`config.mk`:
```
export PLATFORM = sky130hd
export DESIGN_NAME = pwm_capture
export DESIGN_NICKNAME = d
export VERILOG_FILES = /design/src/rtl/pwm_capture.sv
export SDC_FILE = /design/constraint.sdc
export NUM_CORES = 1
export LEC_CHECK = 0
export CAP_MARGIN = 10
export CORE_ASPECT_RATIO = 1.2
export CORE_MARGIN = 2
export CORE_UTILIZATION = 45
export DETAILED_ROUTE_END_ITERATION = 16
export HOLD_SLACK_MARGIN = 0.1
export MAX_ROUTING_LAYER = met4
export PLACE_DENSITY = 0.73
export SYNTH_ARGS = -nofsm -noshare
export SYNTH_HDL_FRONTEND = slang
export SYNTH_SLANG_ARGS = --single-unit
```
`constraint.sdc`:
```
create_clock -name clk -period 2.55 [get_ports clk]
set_input_delay 0.255 -clock clk [delete_from_list [all_inputs] [get_ports clk]]
set_output_delay 0.255 -clock clk [all_outputs]
set_load 0.01 [all_outputs]
```
`src/rtl/pwm_capture.sv`:
```
// PWM capture: measures high time and rising-to-rising period of an asynchronous
// PWM input in clk cycles, and flags loss of signal with the stuck level.
module pwm_capture #(
  parameter int CNT_W   = 32,
  parameter int TIMEOUT = 50_000_000
) (
  input  logic             clk,
  input  logic             rst_n,
  input  logic             pwm_in,
  output logic [CNT_W-1:0] high_cnt,
  output logic [CNT_W-1:0] period_cnt,
  output logic             meas_valid,
  output logic             no_signal,
  output logic             stuck_level
);

  localparam logic [1:0] S_IDLE = 2'd0;
  localparam logic [1:0] S_HIGH = 2'd1;
  localparam logic [1:0] S_LOW  = 2'd2;
  localparam logic [1:0] S_LOST = 2'd3;

  localparam logic [CNT_W-1:0] TMO = CNT_W'(TIMEOUT);
  localparam logic [CNT_W-1:0] ONE = CNT_W'(1);

  typedef struct packed {
    logic [CNT_W-1:0] hi;
    logic [CNT_W-1:0] per;
  } meas_t;

  logic [1:0]       sync_q;
  logic             pwm_s, pwm_d;
  logic             rise, fall;
  logic [1:0]       state;
  logic [CNT_W-1:0] per_cnt, hi_cnt;
  logic [CNT_W-1:0] per_inc, hi_inc;
  logic             at_tmo;
  meas_t            meas;

  // Two-flop synchronizer plus one delay stage for edge detection.
  always_ff @(posedge clk or negedge rst_n) begin
    if (!rst_n) begin
      sync_q <= 2'b00;
      pwm_d  <= 1'b0;
    end else begin
      sync_q <= {sync_q[0], pwm_in};
      pwm_d  <= sync_q[1];
    end
  end

  assign pwm_s = sync_q[1];
  assign rise  = pwm_s & ~pwm_d;
  assign fall  = ~pwm_s & pwm_d;

  // Counters saturate at TIMEOUT so a dead input can never wrap into a bogus period.
  assign at_tmo  = (per_cnt >= TMO);
  assign per_inc = at_tmo ? per_cnt : per_cnt + ONE;
  assign hi_inc  = (hi_cnt >= TMO) ? hi_cnt : hi_cnt + ONE;

  always_ff @(posedge clk or negedge rst_n) begin
    if (!rst_n) begin
      state       <= S_IDLE;
      per_cnt     <= '0;
      hi_cnt      <= '0;
      meas        <= '0;
      meas_valid  <= 1'b0;
      no_signal   <= 1'b0;
      stuck_level <= 1'b0;
    end else begin
      meas_valid <= 1'b0;
      case (state)
        S_IDLE: begin
          if (rise) begin
            per_cnt <= ONE;
            hi_cnt  <= ONE;
            state   <= S_HIGH;
          end else if (at_tmo) begin
            state       <= S_LOST;
            no_signal   <= 1'b1;
            stuck_level <= pwm_s;
          end else begin
            per_cnt <= per_inc;
          end
        end
        S_HIGH: begin
          if (at_tmo) begin
            state       <= S_LOST;
            no_signal   <= 1'b1;
            stuck_level <= pwm_s;
          end else begin
            per_cnt <= per_inc;
            // The fall cycle itself is not counted as high time.
            if (fall) state  <= S_LOW;
            else      hi_cnt <= hi_inc;
          end
        end
        S_LOW: begin
          // A rise landing exactly on the timeout still closes a valid period.
          if (rise) begin
            meas.hi    <= hi_cnt;
            meas.per   <= per_cnt;
            meas_valid <= 1'b1;
            no_signal  <= 1'b0;
            per_cnt    <= ONE;
            hi_cnt     <= ONE;
            state      <= S_HIGH;
          end else if (at_tmo) begin
            state       <= S_LOST;
            no_signal   <= 1'b1;
            stuck_level <= pwm_s;
          end else begin
            per_cnt <= per_inc;
          end
        end
        default: begin
          // Recovery rise only restarts; the next full period publishes.
          if (rise) begin
            per_cnt <= ONE;
            hi_cnt  <= ONE;
            state   <= S_HIGH;
          end
        end
      endcase
    end
  end

  assign high_cnt   = meas.hi;
  assign period_cnt = meas.per;

endmodule
```
======== Yosys cells after proc, flatten, opt, wreduce, memory -nomap -nowiden ========
Index checks and enable logic that the tools add are counted.
storage, ports and cells
  bits of input ports ..................... 3
  output and inout port bits .............. 67
  bits in registers ....................... 136
  word-level logic and storage cells ...... 61
cells by class
  order comparisons ....................... 2
  muxes and demuxes ....................... 23
  reductions and logical operators ........ 11
  bitwise logic cells ..................... 4
  equality and inequality tests ........... 9
  add/subtract/negate cells ............... 2
operators by type and width
  cell                     count
  $mux W32                 7
  $add A32 B1 Y32 const B  2
  $ge A32 B26 Y1 const B   2
  $pmux W32 S2             1
  $mux W2                  5
  $ne A2 B2 Y1 const B     5
  $mux W1                  7
  $reduce_and A2 Y1        3
  $reduce_bool A3 Y1       2
  $pmux W2 S2              1
  $reduce_and A4 Y1        1
  $reduce_bool A2 Y1       2
  $ne A3 B1 Y1 const B     1
  $ne A3 B3 Y1 const B     1
  $pmux W1 S3              1
  $reduce_and A3 Y1        1
  $and A1 B1 Y1            2
  $eq A2 B1 Y1 const B     1
  $eq A2 B2 Y1 const B     1
  $logic_not A2 Y1         1
  $not A1 Y1               2
  $pmux W1 S2              1
  $reduce_or A2 Y1         1

======== Depth between registers and ports, before layout ========
  word-level depth ........................ 5
  gate-level depth with buffers ........... 11

======== Least setup slack after synthesis ========
Ideal clock, no wire load.
  path type ............................... register to register
  start point ............................. reg per_cnt[8]
  end point ............................... reg hi_cnt[21]
  cell stages (with the launch flop) ...... 10
  library setup time ...................... 78 ps
  arrival ................................. 2578 ps
  path buffers ............................ 3
  clock period less this slack ............ 2656 ps
  setup slack ............................. -106 ps
  cells stage by stage .................... dfrtp_1 > buf_6 > or4_4 > o211ai_2 > a211oi_1 > or4b_4 > buf_6 > buf_6 > or4_1 > a21oi_1
between the ends
  longest elaborated chain between the ends .. 3
ends and longest elaborated chain
  what                                RTL line  RTL
  start: declaration                  34        logic [CNT_W-1:0] per_cnt, hi_cnt;
  start signal: assignment            81        per_cnt <= per_inc;
  start signal: assignment            90        per_cnt <= per_inc;
  start signal: assignment            111       per_cnt <= per_inc;
  $ge A32 B26 Y1                      55        assign at_tmo = (per_cnt >= TMO);
  $ne A2 B2 Y1 (no source line)       -
  $reduce_and A4 Y1 (no source line)  -
  end signal: assignment              93        else hi_cnt <= hi_inc;
  end: declaration                    34
No other way between the ends.
A chain may end at the register's enable or synchronous reset.

======== Final worst setup path ========
  start point ............................. reg hi_cnt[7]
  end point ............................... reg hi_cnt[8]
between the ends
  longest elaborated chain between the ends .. 5
  elaborated cells on any way between the ends .. 8
  those cells by class .................... 1 x add/sub; 1 x order compare; 1 x eq/ne; 4 x mux; 1 x reduce/logical
ends and longest elaborated chain
  what             RTL line  RTL
  $add A32 B1 Y32  57        assign hi_inc = (hi_cnt >= TMO) ? hi_cnt : hi_cnt + ONE;
  $mux W32         57
  $mux W32         92        if (fall) state <= S_LOW;
  $mux W32         85        if (at_tmo) begin
  $mux W32         -
Several ways; a longest one is shown, not always the timed one. The select of a mux whose other input is x is not followed.

==> metrics.cfg <==
[worst_hold_path]
hp-start = pwm_in
hold_class = in -> reg
min_to = sync_q[0]$_DFF_PN0_
min_path_cells = 1

[grt]
grt-ovfl-total = 0
grt_pass1_vias = 5600
antenna_found_initial = 0
grt_max_degree = 66
grt_first_pass_wirelength_um = 27570
grt_use_total_pct = 23.09

[synth]
netlist_instances = 676
synthFlopType = dfrtp_1
synth_edf_count = 0
ys_top_cells_by_area = dfrtp_1 54%, nand2_1 11%, a21oi_1 3.3%
syn-num-nets = 687
syn-cell-area_um2 = 6299
ys_warn_count = 0
ys_ff_latch = 136
avgSynthCellArea_um2 = 9.317
synthArstFlopShare_pct = 100.0
netlist.area_leader.share_pct = 54.03
synth_top_area_cell = dfrtp_1
synth.distinct_cells = 58
ys_seq_area_share_pct = 54.03

[cts]
clk_pin_slew_ps = 60
numCtsBuffers = 17
clkSinkCount = 136
clock_latency_ps = 410
cts_tree = yes
htreeDepth = 4
clk_path_buf_depth = 2
cts-root-buf = clkbuf_16

[setup_path]
r2r_slack_ps = -120
r2r-end = hi_cnt[8]$_DFFE_PN0P_
r2r-start = hi_cnt[7]$_DFFE_PN0P_
worstSetupPathType = reg -> reg
endpoint_kind = register
cp_max_fo = 6
crit_required_ps = 2890
crit_top_cell = or4_4
cp.arrival_ps = 3010
reg2regPathDepth = 6
path_cells = or4_4 -> o2111ai_4 -> a211oi_4 -> or4b_4 -> or4_4 -> a21oi_2
critPathMaxStageDelay_ps = 610
start_kind = register
critPathSlowestCell = or4b_4

[placement]
portBuffers = 69
gp_congestion = 0.8880
dp_hpwl_um = 10610
dpl_cell_area_um2 = 7431

[drt]
drt_iter0_drc = 453
viasPerCell = 5.914
antenna_left = 0
drc_errors = 0
num_vias = 5701
drtPass1Iterations = 5
wl_um = 16930
avgRoutedWirePerCell_um = 17.56

[finish]
final_util_pct = 59.96
diodes = 0
final_layout_size_suffix_gt1_share_pct = 16.14
area_delta_synth_final_pct = 30.99
mostFrequentLayoutCells = 177 x nand2_1, 136 x dfrtp_1, 68 x clkdlybuf4s50_1
stdcell_area_um2 = 8250
final_nets = 793
final_common_cell = nand2_1
num-fill-cells = 1135

[timing]
holdWs_ps = 281.0
layout_setup_ws_ps = -118.1
finalClockSkew_ps = 8.321
worstMarginPinSlew_ps = 616.0
slew_viol_final = 0
min_period_ps = 2668
finalSetupViolCount = 17
slew_headroom_pct = 58.84
layout_worst_path_cycle_share_pct = 104.6
rsz0062_at_grt = yes
fmax_ghz = 0.3748
hold_viol = 0

[power_and_ir_drop]
p_clk_share_pct = 35.9
p_sw_mw = 2.127
p_sw_share_pct = 33.34
p_leak_nw = 3.733
power_density_nw_per_um2 = 773.2
power.internal_mw = 4.252
power_frac_seq_pct = 37.6
total_power_mw = 6.379
combPwrFrac_pct = 26.4
vdd_drop_max_v = 0.0004733

[floorplanning]
fp.dieW_um = 112
die_h_um = 133.6
dieArea_um2 = 14960
io-pin-count = 70
start_util_pct = 45.77
std_cell_rows = 47
core_um2 = 13760

[run_status]
outcome = complete, but fails checks
violations = negative setup slack

[job]
cap_viol_max_count = 0

cells in the mapped netlist (all sizes together) (7+ instances only):
library cell and count:
dfrtp 136, nor2 17, nand3 20, and2 19, a21oi 41, or4 21
o21ai 36, inv 20, mux2 7, nand2 179, clkbuf 31, nand4 20
o31ai 22, a31oi 16, ha 8
through the flow:
stage / std cells / TNS, ps / setup WS (ps)
5_1_grt: 964 / -2130 / -177.3
4_1_cts: 961 / -441.0 / -54.69
3_3_place_gp: 926 / -1216 / -112.3
3_5_place_dp: 926 / -2656 / -197.4
6_report: 964 / -938.0 / -118.1
2_1_floorplan: 676 / -1450 / -105.8
state kept, by name, summed over array words and instances (netlist names):
| register | cells |
|---|---|
| hi_cnt | 32 |
| high_cnt | 32 |
| meas_valid | 1 |
| no_signal | 1 |
| per_cnt | 32 |
| period_cnt | 32 |
| pwm_d | 1 |
| state | 2 |
| stuck_level | 1 |
| sync_q | 2 |
worst max path at each step:
stage / from / end
2_1_floorplan: per_cnt[8]$_DFFE_PN0P_ / hi_cnt[21]$_DFFE_PN0P_
3_3_place_gp: hi_cnt[11]$_DFFE_PN0P_ / hi_cnt[18]$_DFFE_PN0P_
3_5_place_dp: per_cnt[9]$_DFFE_PN0P_ / hi_cnt[20]$_DFFE_PN0P_
4_1_cts: per_cnt[7]$_DFFE_PN0P_ / hi_cnt[14]$_DFFE_PN0P_
5_1_grt: hi_cnt[7]$_DFFE_PN0P_ / hi_cnt[8]$_DFFE_PN0P_
6_report: hi_cnt[7]$_DFFE_PN0P_ / hi_cnt[8]$_DFFE_PN0P_
critical path: cells and delay by family (launching register included):
family | cells | cell delay [ps]
flip-flops | 1 | 390
AO/OA/AOI/OAI | 3 | 500
AND/OR/NAND/NOR | 3 | 1720
per-layer routing:
| layer | routed length [um] | share of wire (%) | GRT usage, % | up-vias |
|---|---|---|---|---|
| li1 | - | - | - | 2614 |
| met1 | 6991 | 41 | 28.87 | 2800 |
| met2 | 8517 | 50 | 37.71 | 242 |
| met3 | 1056 | 6.2 | 4.322 | 45 |
| met4 | 363 | 2.1 | 8.537 | 0 |
| met5 | 0 | 0 | - | - |
cell families (layout without fill, tap and decap cells):
group                    Yosys count  in the layout  share of synthesized area, %
AND/OR/NAND/NOR                  316            320                         23.98
AO/OA/AOI/OAI                    148            148                         14.78
adder cells (fa/ha/maj)            8              8                         1.589
flip-flops                       136            136                         54.03
multiplexers                      10             10                         1.728
buffers and inverters             58            171                         3.893
power by group through the flow:
stage / sequential, mW / clock [mW] / combinational, mW
detailed placement: 2.43 / 0 / 1.56
global placement: 2.42 / 0 / 1.51
floorplan: 2.42 / 0 / 0.996
CTS: 2.40 / 2.32 / 1.63
finish: 2.40 / 2.29 / 1.69
global route: 2.42 / 2.42 / 1.84
cell type report:
class	count	area [um2]	share of cell area (%)
Tap cell	171	214.0	2.593
Clock inverter	7	71.32	0.8644
Inverter	21	78.83	0.9554
Timing Repair Buffer	120	1115	13.51
Sequential cell	136	3403	41.25
Multi-Input combinational cell	486	2890	35.03
Clock buffer	23	478.0	5.793
what timing repair did:
action                                  in CTS  in global routing
gates cloned                                 3                  1
hold endpoints to repair                    51                  0
endpoints found under the setup margin      21                 22
hold buffers                                 1                  0
gates resized for setup                      8                 32
pin swaps                                   13                 18
setup buffers                                1                  2
Note: power is estimated with default switching activity, not from simulation.
